`config.mk`:
```
export PLATFORM = sky130hd
export DESIGN_NAME = bus_arbiter_flat
export DESIGN_NICKNAME = d
export VERILOG_FILES = /design/src/rtl/bus_arbiter_if.sv /design/src/rtl/bus_arbiter.sv /design/src/flat_wrapper.sv
export SDC_FILE = /design/constraint.sdc
export NUM_CORES = 1
export LEC_CHECK = 0
export CAP_MARGIN = 25
export CORE_ASPECT_RATIO = 1.2
export CORE_UTILIZATION = 49
export CTS_BUF_LIST = sky130_fd_sc_hd__clkbuf_4 sky130_fd_sc_hd__clkbuf_8 sky130_fd_sc_hd__clkbuf_16
export CTS_CLUSTER_DIAMETER = 60
export DETAILED_ROUTE_END_ITERATION = 12
export PLACE_DENSITY_LB_ADDON = 0.1
export SYNTH_ARGS = -nofsm -noshare
export SYNTH_HDL_FRONTEND = slang
export SYNTH_SLANG_ARGS = --single-unit
```
`constraint.sdc`:
```
create_clock -name clk -period 2.1 [get_ports clk]
set_input_delay 0.21 -clock clk [delete_from_list [all_inputs] [get_ports clk]]
set_output_delay 0.21 -clock clk [all_outputs]
set_load 0.05 [all_outputs]
```
`src/rtl/bus_arbiter_if.sv`:
```
// Request/grant bundle between the BUS drivers and bus_arbiter.
// The arbiter takes the slave modport; the driving side takes master.
interface bus_arbiter_if #(
    parameter int N_REQ = 4
);
    logic [N_REQ-1:0] in_req;
    logic [N_REQ-1:0] in_lock;
    logic             in_clear_err;
    logic [N_REQ-1:0] out_grant;
    logic [1:0]       out_owner;
    logic             out_busy;
    logic             out_overrun;

    modport master (
        output in_req, in_lock, in_clear_err,
        input  out_grant, out_owner, out_busy, out_overrun
    );

    modport slave (
        input  in_req, in_lock, in_clear_err,
        output out_grant, out_owner, out_busy, out_overrun
    );
endinterface

```
`src/rtl/bus_arbiter.sv`:
```
// Tri-state BUS arbiter: registered one-hot grant, one dead TURN cycle between owners,
// and a bounded hold time. Define BUS_ARB_ROUND_ROBIN_EN for round-robin; fixed priority otherwise.
module bus_arbiter #(
    parameter int N_REQ    = 4,
    parameter int HOLD_MAX = 15
) (
    input logic         clk,
    input logic         rst_n,
    bus_arbiter_if.slave bus
);
    typedef enum logic [1:0] {
        S_IDLE  = 2'd0,
        S_GRANT = 2'd1,
        S_TURN  = 2'd2
    } state_t;

    state_t           state_q, state_d;
    logic [N_REQ-1:0] grant_q, grant_d;
    logic [1:0]       owner_q, owner_d;
    logic             busy_q, busy_d;
    logic             overrun_q, overrun_d;
    logic [7:0]       cnt_q, cnt_d;

    logic             win_vld;
    logic [1:0]       win_idx;
    logic             own_req, own_lock, others_pend, at_max;

    // grant_q is one-hot in GRANT, so it doubles as the owner mask
    assign own_req     = |(bus.in_req  & grant_q);
    assign own_lock    = |(bus.in_lock & grant_q);
    assign others_pend = |(bus.in_req  & ~grant_q);
    assign at_max      = (cnt_q == 8'(HOLD_MAX));

`ifdef BUS_ARB_ROUND_ROBIN_EN
    logic [1:0]         ptr_q, ptr_d;
    logic [2*N_REQ-1:0] req_dbl;
    logic [N_REQ-1:0]   req_rot;
    logic [1:0]         sel;
    logic [2:0]         sum;

    // Rotate requests so the pointer position lands at bit 0, then scan upward
    always_comb begin
        win_vld = 1'b0;
        sel     = '0;
        req_dbl = {bus.in_req, bus.in_req} >> ptr_q;
        req_rot = req_dbl[N_REQ-1:0];
        for (int i = 0; i < N_REQ; i++) begin
            if (!win_vld && req_rot[i]) begin
                win_vld = 1'b1;
                sel     = 2'(i);
            end
        end
        sum     = {1'b0, ptr_q} + {1'b0, sel};
        win_idx = (sum >= 3'(N_REQ)) ? 2'(sum - 3'(N_REQ)) : sum[1:0];
    end
`else
    always_comb begin
        win_vld = 1'b0;
        win_idx = '0;
        for (int i = 0; i < N_REQ; i++) begin
            if (!win_vld && bus.in_req[i]) begin
                win_vld = 1'b1;
                win_idx = 2'(i);
            end
        end
    end
`endif

    always_comb begin
        state_d   = state_q;
        grant_d   = grant_q;
        owner_d   = owner_q;
        cnt_d     = cnt_q;
        overrun_d = overrun_q;
`ifdef BUS_ARB_ROUND_ROBIN_EN
        ptr_d     = ptr_q;
`endif
        if (bus.in_clear_err) overrun_d = 1'b0;

        case (state_q)
            S_IDLE, S_TURN: begin
                if (win_vld) begin
                    state_d = S_GRANT;
                    grant_d = {{(N_REQ-1){1'b0}}, 1'b1} << win_idx;
                    owner_d = win_idx;
                    cnt_d   = '0;
`ifdef BUS_ARB_ROUND_ROBIN_EN
                    ptr_d   = (int'(win_idx) == N_REQ-1) ? 2'd0 : win_idx + 2'd1;
`endif
                end else begin
                    state_d = S_IDLE;
                    grant_d = '0;
                end
            end
            S_GRANT: begin
                if (!at_max) cnt_d = cnt_q + 8'd1;
                if (!own_req) begin
                    state_d = S_TURN;
                    grant_d = '0;
                end else if (at_max && others_pend) begin
                    // A locked owner is never preempted; flag it instead (set beats clear)
                    if (own_lock) begin
                        overrun_d = 1'b1;
                    end else begin
                        state_d = S_TURN;
                        grant_d = '0;
                    end
                end
            end
            default: begin
                state_d = S_IDLE;
                grant_d = '0;
            end
        endcase

        busy_d = (state_d != S_IDLE);
    end

    always_ff @(posedge clk) begin
        if (!rst_n) begin
            state_q   <= S_IDLE;
            grant_q   <= '0;
            owner_q   <= '0;
            busy_q    <= 1'b0;
            overrun_q <= 1'b0;
            cnt_q     <= '0;
`ifdef BUS_ARB_ROUND_ROBIN_EN
            ptr_q     <= '0;
`endif
        end else begin
            state_q   <= state_d;
            grant_q   <= grant_d;
            owner_q   <= owner_d;
            busy_q    <= busy_d;
            overrun_q <= overrun_d;
            cnt_q     <= cnt_d;
`ifdef BUS_ARB_ROUND_ROBIN_EN
            ptr_q     <= ptr_d;
`endif
        end
    end

    assign bus.out_grant   = grant_q;
    assign bus.out_owner   = owner_q;
    assign bus.out_busy    = busy_q;
    assign bus.out_overrun = overrun_q;
endmodule

```
`src/flat_wrapper.sv`:
```
// flat-port wrapper written by rule: the top's interface ports become plain ports
module bus_arbiter_flat 
#(
    parameter int N_REQ    = 4,
    parameter int HOLD_MAX = 15
)
  (clk, rst_n, bus_in_req, bus_in_lock, bus_in_clear_err, bus_out_grant, bus_out_owner, bus_out_busy, bus_out_overrun);
  bus_arbiter_if #(.N_REQ(N_REQ)) bus_i ();
  input logic clk;
  input logic rst_n;
  input wire logic [$bits(bus_i.in_req)-1:0] bus_in_req;
  input wire logic [$bits(bus_i.in_lock)-1:0] bus_in_lock;
  input wire logic [$bits(bus_i.in_clear_err)-1:0] bus_in_clear_err;
  output wire logic [$bits(bus_i.out_grant)-1:0] bus_out_grant;
  output wire logic [$bits(bus_i.out_owner)-1:0] bus_out_owner;
  output wire logic [$bits(bus_i.out_busy)-1:0] bus_out_busy;
  output wire logic [$bits(bus_i.out_overrun)-1:0] bus_out_overrun;
  assign bus_i.in_req = bus_in_req;
  assign bus_i.in_lock = bus_in_lock;
  assign bus_i.in_clear_err = bus_in_clear_err;
  assign bus_out_grant = bus_i.out_grant;
  assign bus_out_owner = bus_i.out_owner;
  assign bus_out_busy = bus_i.out_busy;
  assign bus_out_overrun = bus_i.out_overrun;
  bus_arbiter #(.N_REQ(N_REQ), .HOLD_MAX(HOLD_MAX)) u_core (.clk(clk), .rst_n(rst_n), .bus(bus_i));
endmodule
```
# ---- Word level (Yosys, flattened, before mapping)
# Index checks and enable logic that the tools add are counted.
dict set report word_totals {
  wordCells 61
  input_bits 11
  out_inout_bits 8
  regBits 18
}
dict set report op_classes {
  n_eq_ne 7
  n_bitwise 4
  n_mux 25
  n_reduce_logical 17
  shift 1
  n_addsub 1
}
# op n
set op_table {}
lappend op_table {{two-way mux 4 bit} 4}
lappend op_table {{two-way mux 8 bit} 2}
lappend op_table {{one-hot mux 8 bit (2 select lines)} 1}
lappend op_table {{bitwise AND 4 bit} 3}
lappend op_table {{OR reduction 4 bit} 3}
lappend op_table {{two-way mux 1 bit} 11}
lappend op_table {{two-way mux 2 bit} 5}
lappend op_table {{adder 8 x 1 -> 8 bit (second input constant)} 1}
lappend op_table {{== test 8 x 4 -> 1 bit (second input constant)} 1}
lappend op_table {{one-hot mux 4 bit (2 select lines)} 1}
lappend op_table {{!= test 3 bit (second input constant)} 2}
lappend op_table {{logical AND 1 bit} 4}
lappend op_table {{inverter 4 bit} 1}
lappend op_table {{one-hot mux 2 bit (2 select lines)} 1}
lappend op_table {{AND reduction 2 bit} 2}
lappend op_table {{nonzero test 2 bit} 2}
lappend op_table {{left shift 1 x 2 -> 4 bit (first input constant)} 1}
lappend op_table {{logical NOT 1 bit} 3}
lappend op_table {{AND reduction 3 bit} 1}
lappend op_table {{== test 2 x 1 -> 1 bit (second input constant)} 1}
lappend op_table {{== test 2 bit (second input constant)} 1}
lappend op_table {{logical NOT 2 bit} 1}
lappend op_table {{!= test 2 x 1 -> 1 bit (second input constant)} 1}
lappend op_table {{!= test 2 bit (second input constant)} 1}
lappend op_table {{OR reduction 2 bit} 1}

# ---- Depth between registers and ports, before layout
dict set report depth {
  ltp_word 13
  mapped_depth 5
  ltp_nobuf 5
}

# ---- Least setup slack after synthesis
# Ideal clock, no wire load.
dict set report synth_timing {
  path_kind {register -> register}
  start {register u_core.grant_q[3], in the netlist u_core.bus.out_grant[3]}
  end {register u_core.grant_q[2], in the netlist u_core.bus.out_grant[2]}
  slack_ps 524
  t_required_ps 2039
  arrival_time_ps 1515
  stages_incl_launch_ff 5
  period_less_slack_ps 1576
  path_cell_list {dfxtp_1 > or2b_2 > o2111ai_1 > a31oi_4 > a22o_1}
}
dict set report synth_via {
  elab_chain_cells 6
  word_cells_on_any_way 13
}
# item line_no
set synth_lines {}
lappend synth_lines {{start: declaration} bus_arbiter.sv:18} ;# logic [N_REQ-1:0] grant_q, grant_d;
lappend synth_lines {{start signal: assignment} bus_arbiter.sv:132} ;# grant_q <= grant_d;
lappend synth_lines {{inverter 4 bit} bus_arbiter.sv:31} ;# assign others_pend = |(bus.in_req & ~grant_q);
lappend synth_lines {{bitwise AND 4 bit} bus_arbiter.sv:31}
lappend synth_lines {{OR reduction 4 bit} bus_arbiter.sv:31}
lappend synth_lines {{logical AND 1 bit} bus_arbiter.sv:100} ;# end else if (at_max && others_pend) begin
lappend synth_lines {{!= test 3 bit (no source line)} n/a}
lappend synth_lines {{AND reduction 2 bit (no source line)} n/a}
# Parallel ways exist; a longest one is shown, timed or not.
# A chain may end at the register's enable or synchronous reset.

# ---- Final worst setup path
dict set report layout_timing {
  start {register u_core.grant_q[2], in the netlist u_core.bus.out_grant[2]}
  end {output bus_out_grant[2]}
}
# item line_no
set layout_lines {}
lappend layout_lines {{end: declaration} flat_wrapper.sv:14} ;# output wire logic [$bits(bus_i.out_grant)-1:0] bus_out_grant;
# No word-level cell between the ends.

==> run summary <==
The final setup TNS came out at 0 ps. The slew at the pin closest to its max-slew limit came out at 511 ps. The later pin in the worst-skew pair is clocked with a latency of 280 ps. The number of diodes added for antenna fixing is 0. The count of pins over their slew limit is 0. The total power density per cell area is 626 nW/µm². After global routing the overflow that remains totals 0. The final hold violation count came out at 0. In this run the worst hold path is classified as reg -> reg. The final cycle utilization of the critical path came out at 85.4%. Grouping stages by cell kind, the critical path spends the most delay in buffers and inverters.

The most common cell in the synthesized netlist is sky130_fd_sc_hd__dfxtp_1. The floorplan row count came out at 16. 19 I/O pins were placed. The final count of negative-setup-slack endpoints is 0. The die is 48.9 µm tall. The synthesis warning total came out at 0. In this run the mean area of a mapped cell was 10.0 µm².

The critical path startpoint category is a flip-flop. TritonCTS built the clock tree. At the worst endpoint, the required time is 1890 ps. The proportion of register bits with asynchronous set or reset after synthesis is 0%.

The synthesized netlist contains 39 unique library cells. The area growth from synthesis to layout is 26.8%. Yosys attributes the largest share of cell area to sky130_fd_sc_hd__dfxtp_1 40%, sky130_fd_sc_hd__nor2_1 3.8%, sky130_fd_sc_hd__a22o_2 3.3%. The overall global routing resource usage came out at 21.3%. Clock tree synthesis selected as its root buffer the cell sky130_fd_sc_hd__clkbuf_4. The data arrival at the endpoint of the critical path came out at 1580 ps. The number of antenna violations at the first check in global routing came out at 0. The quantity of I/O buffers inserted on ports is 18.

The flow ran to the end, and the final reports show no timing, DRC or antenna violations. The die area is 2010 µm². The wire length on met2 came out at 982 µm. The combined area of all synthesized cells came out at 900 µm².

The number of setup buffers added after CTS is 0. The synthesized netlist net count came out at 102. The number of gates given a new drive strength after cts is 0. Across the run, the number of max-cap violations was 0. After clock tree synthesis, the clock-pin slew on the worst setup and hold paths is 100 ps. The number of synthesized register bits came out at 18. The filler cell count in the final layout is 151.

The residual antenna-violating net count after detailed routing is 0. The number of global-route vias before repair came out at 761. The slowest cell on the critical path is sky130_fd_sc_hd__clkdlybuf4s50_1. The total iterations of the first detailed-routing run came out at 4. The routed via count is 761. The largest driver fanout on the critical path is 5. The shortest period the worst path allows is 1790 ps. The routed length on met3 came out at 52 µm. The number of nets in the finished design is 126.

Of all cell types, the one taking the most synthesized area is sky130_fd_sc_hd__dfxtp_1. The routed design has 1780 µm of wire. The routability congestion estimate from global placement is 0.682. The layout cell share with drive strength beyond 1 is 16.8%. The count of buffer and inverter cells on the critical path is 1.

Dividing the detail-routed via count by the number of cells gives 5.81. The wire length the detailed router placed on met1 came out at 727 µm. The number of buffers added to fix hold violations after cts came out at 0.

After technology mapping, the gate count stands at 90. The type of the worst setup path is reg -> out. The achievable clock frequency came out at 0.557 GHz.

In this run the deepest clock path goes through 2 buffers. The critical path goes through clkdlybuf4s50_1. For this run, design rule violations remaining after detail routing come to 0. The leakage power summed over all cells came out at 0.413 nW. Signal routing reaches up to met4. The share of Yosys cell area claimed by the top area cell type is 40.1%.

The clock net in this run drives a total of 18 sinks. Counting flops with a built-in enable in the synthesized netlist gives 0. The worst ir drop on vdd is 331 µV. Measured against its own limit, the worst slew margin works out to 65.9%. Sequential cells were found to cover 40.1% of the synthesized design area.

In this run the number of H-tree levels came out at 1. For this configuration, the core starts out at a cell density of 53.5%. On the final layout, the worst clock skew is 4.24 ps. The critical path endpoint category is a primary output. The estimated wirelength of the detail-placed design is 1430 µm. The placed cell area came out at 1100 µm². In the synthesized netlist, the cells that appear most often are 18 x sky130_fd_sc_hd__dfxtp_1, 9 x sky130_fd_sc_hd__nor2_1, 4 x sky130_fd_sc_hd__nand2_1. The wire length per cell is 13.6 µm. Measured on the finished design, the core utilization comes to 67.9%.

The number of CTS-inserted buffers is 3. Setup repair after global routing left no endpoint under its margin. The largest net degree at the start of global routing came out at 11.

The first global-routing pass estimated 3070 µm of wire. The final standard cell area without fillers came out at 1140 µm². The most used flip-flop cell after synthesis is sky130_fd_sc_hd__dfxtp_1.

The core region area is 1680 µm². The first routing iteration left 5 violations. The die width came out at 41.1 µm. The biggest cell delay along the critical path came out at 850 ps.
==> state kept, by name, summed over array words and instances (netlist names) <==
register                cells
u_core.bus.out_grant        4
u_core.bus.out_owner        2
u_core.bus.out_overrun      1
u_core.state_q              2
u_core.cnt_q                8
u_core.bus.out_busy         1
==> cells in the final DEF (no fill, tap or decap), drive strengths merged, types with 3 or more instances in the layout <==
master / instances
or2b: 3
nor2: 10
clkbuf: 4
nor4: 3
o21a: 3
nand2: 4
inv: 3
a22o: 5
xnor2: 3
clkdlybuf4s50: 18
dfxtp: 18
a21oi: 3
==> metal layers <==
metal | vias up | GRT usage (%)
met2 | 15 | 37.2
li1 | 384 | -
met1 | 360 | 24.0
met3 | 2 | 4.57
met4 | 0 | 6.45
met5 | - | 0
==> worst paths after layout <==
path	startpoint	end	slack (ps)	depth (start not counted)
worst min-delay path	u_core.bus.out_overrun$_SDFF_PN0_	u_core.bus.out_overrun$_SDFF_PN0_	500	2
worst max register to register	u_core.cnt_q[0]$_SDFFE_PN0P_	u_core.cnt_q[4]$_SDFFE_PN0P_	520	4
worst max-delay path	u_core.bus.out_grant[2]$_SDFFE_PN0P_	bus_out_grant[2]	310	1
worst min register to register	u_core.bus.out_overrun$_SDFF_PN0_	u_core.bus.out_overrun$_SDFF_PN0_	500	2
==> logic make-up (layout without fill, tap and decap cells) <==
kind of cell	Yosys count	in the layout	synth area share (%)
simple gates	36	36	24.5
xor+xnor	5	5	4.87
buf+inv	4	27	2.64
compound gates	26	26	26.6
flops	18	18	40.1
fa+ha+maj	1	1	1.39
==> worst register-to-register path: cells and delay by family (launching register included) <==
kind                       cells  cell delay [ps]
AOI/OAI and AO/OA              1              120
DFF                            1              390
and+or+nand+nor                2              810
adders and majority gates      1              200
==> metrics by stage <==
stage / cells / power (mW) / hold slack, ps / worst slack (ps)
2_1_floorplan: 90 / 0.456 / 336 / 524
3_3_place_gp: 127 / 0.510 / 483 / 290
3_5_place_dp: 127 / 0.513 / 485 / 251
4_1_cts: 131 / 0.720 / 503 / 291
5_1_grt: 131 / 0.748 / 535 / 218
6_report: 131 / 0.714 / 500 / 306
==> report_power, final <==
part | total (mW) | switching (mW) | internal [mW]
logic | 0.137 | 0.0752 | 0.0618
registers | 0.368 | 0.0126 | 0.355
clock network | 0.209 | 0.104 | 0.105
total | 0.714 | 0.192 | 0.522
==> final cells by class <==
type	count	area (µm²)	share of cell area, %
clock buffer	4	36.3	3.18
inverter	3	11.3	0.987
multi-input combinational	68	515	45.2
sequential	18	360	31.6
tap	18	22.5	1.97
timing repair buffer	20	195	17.1
(Power assumes the default switching activity.)
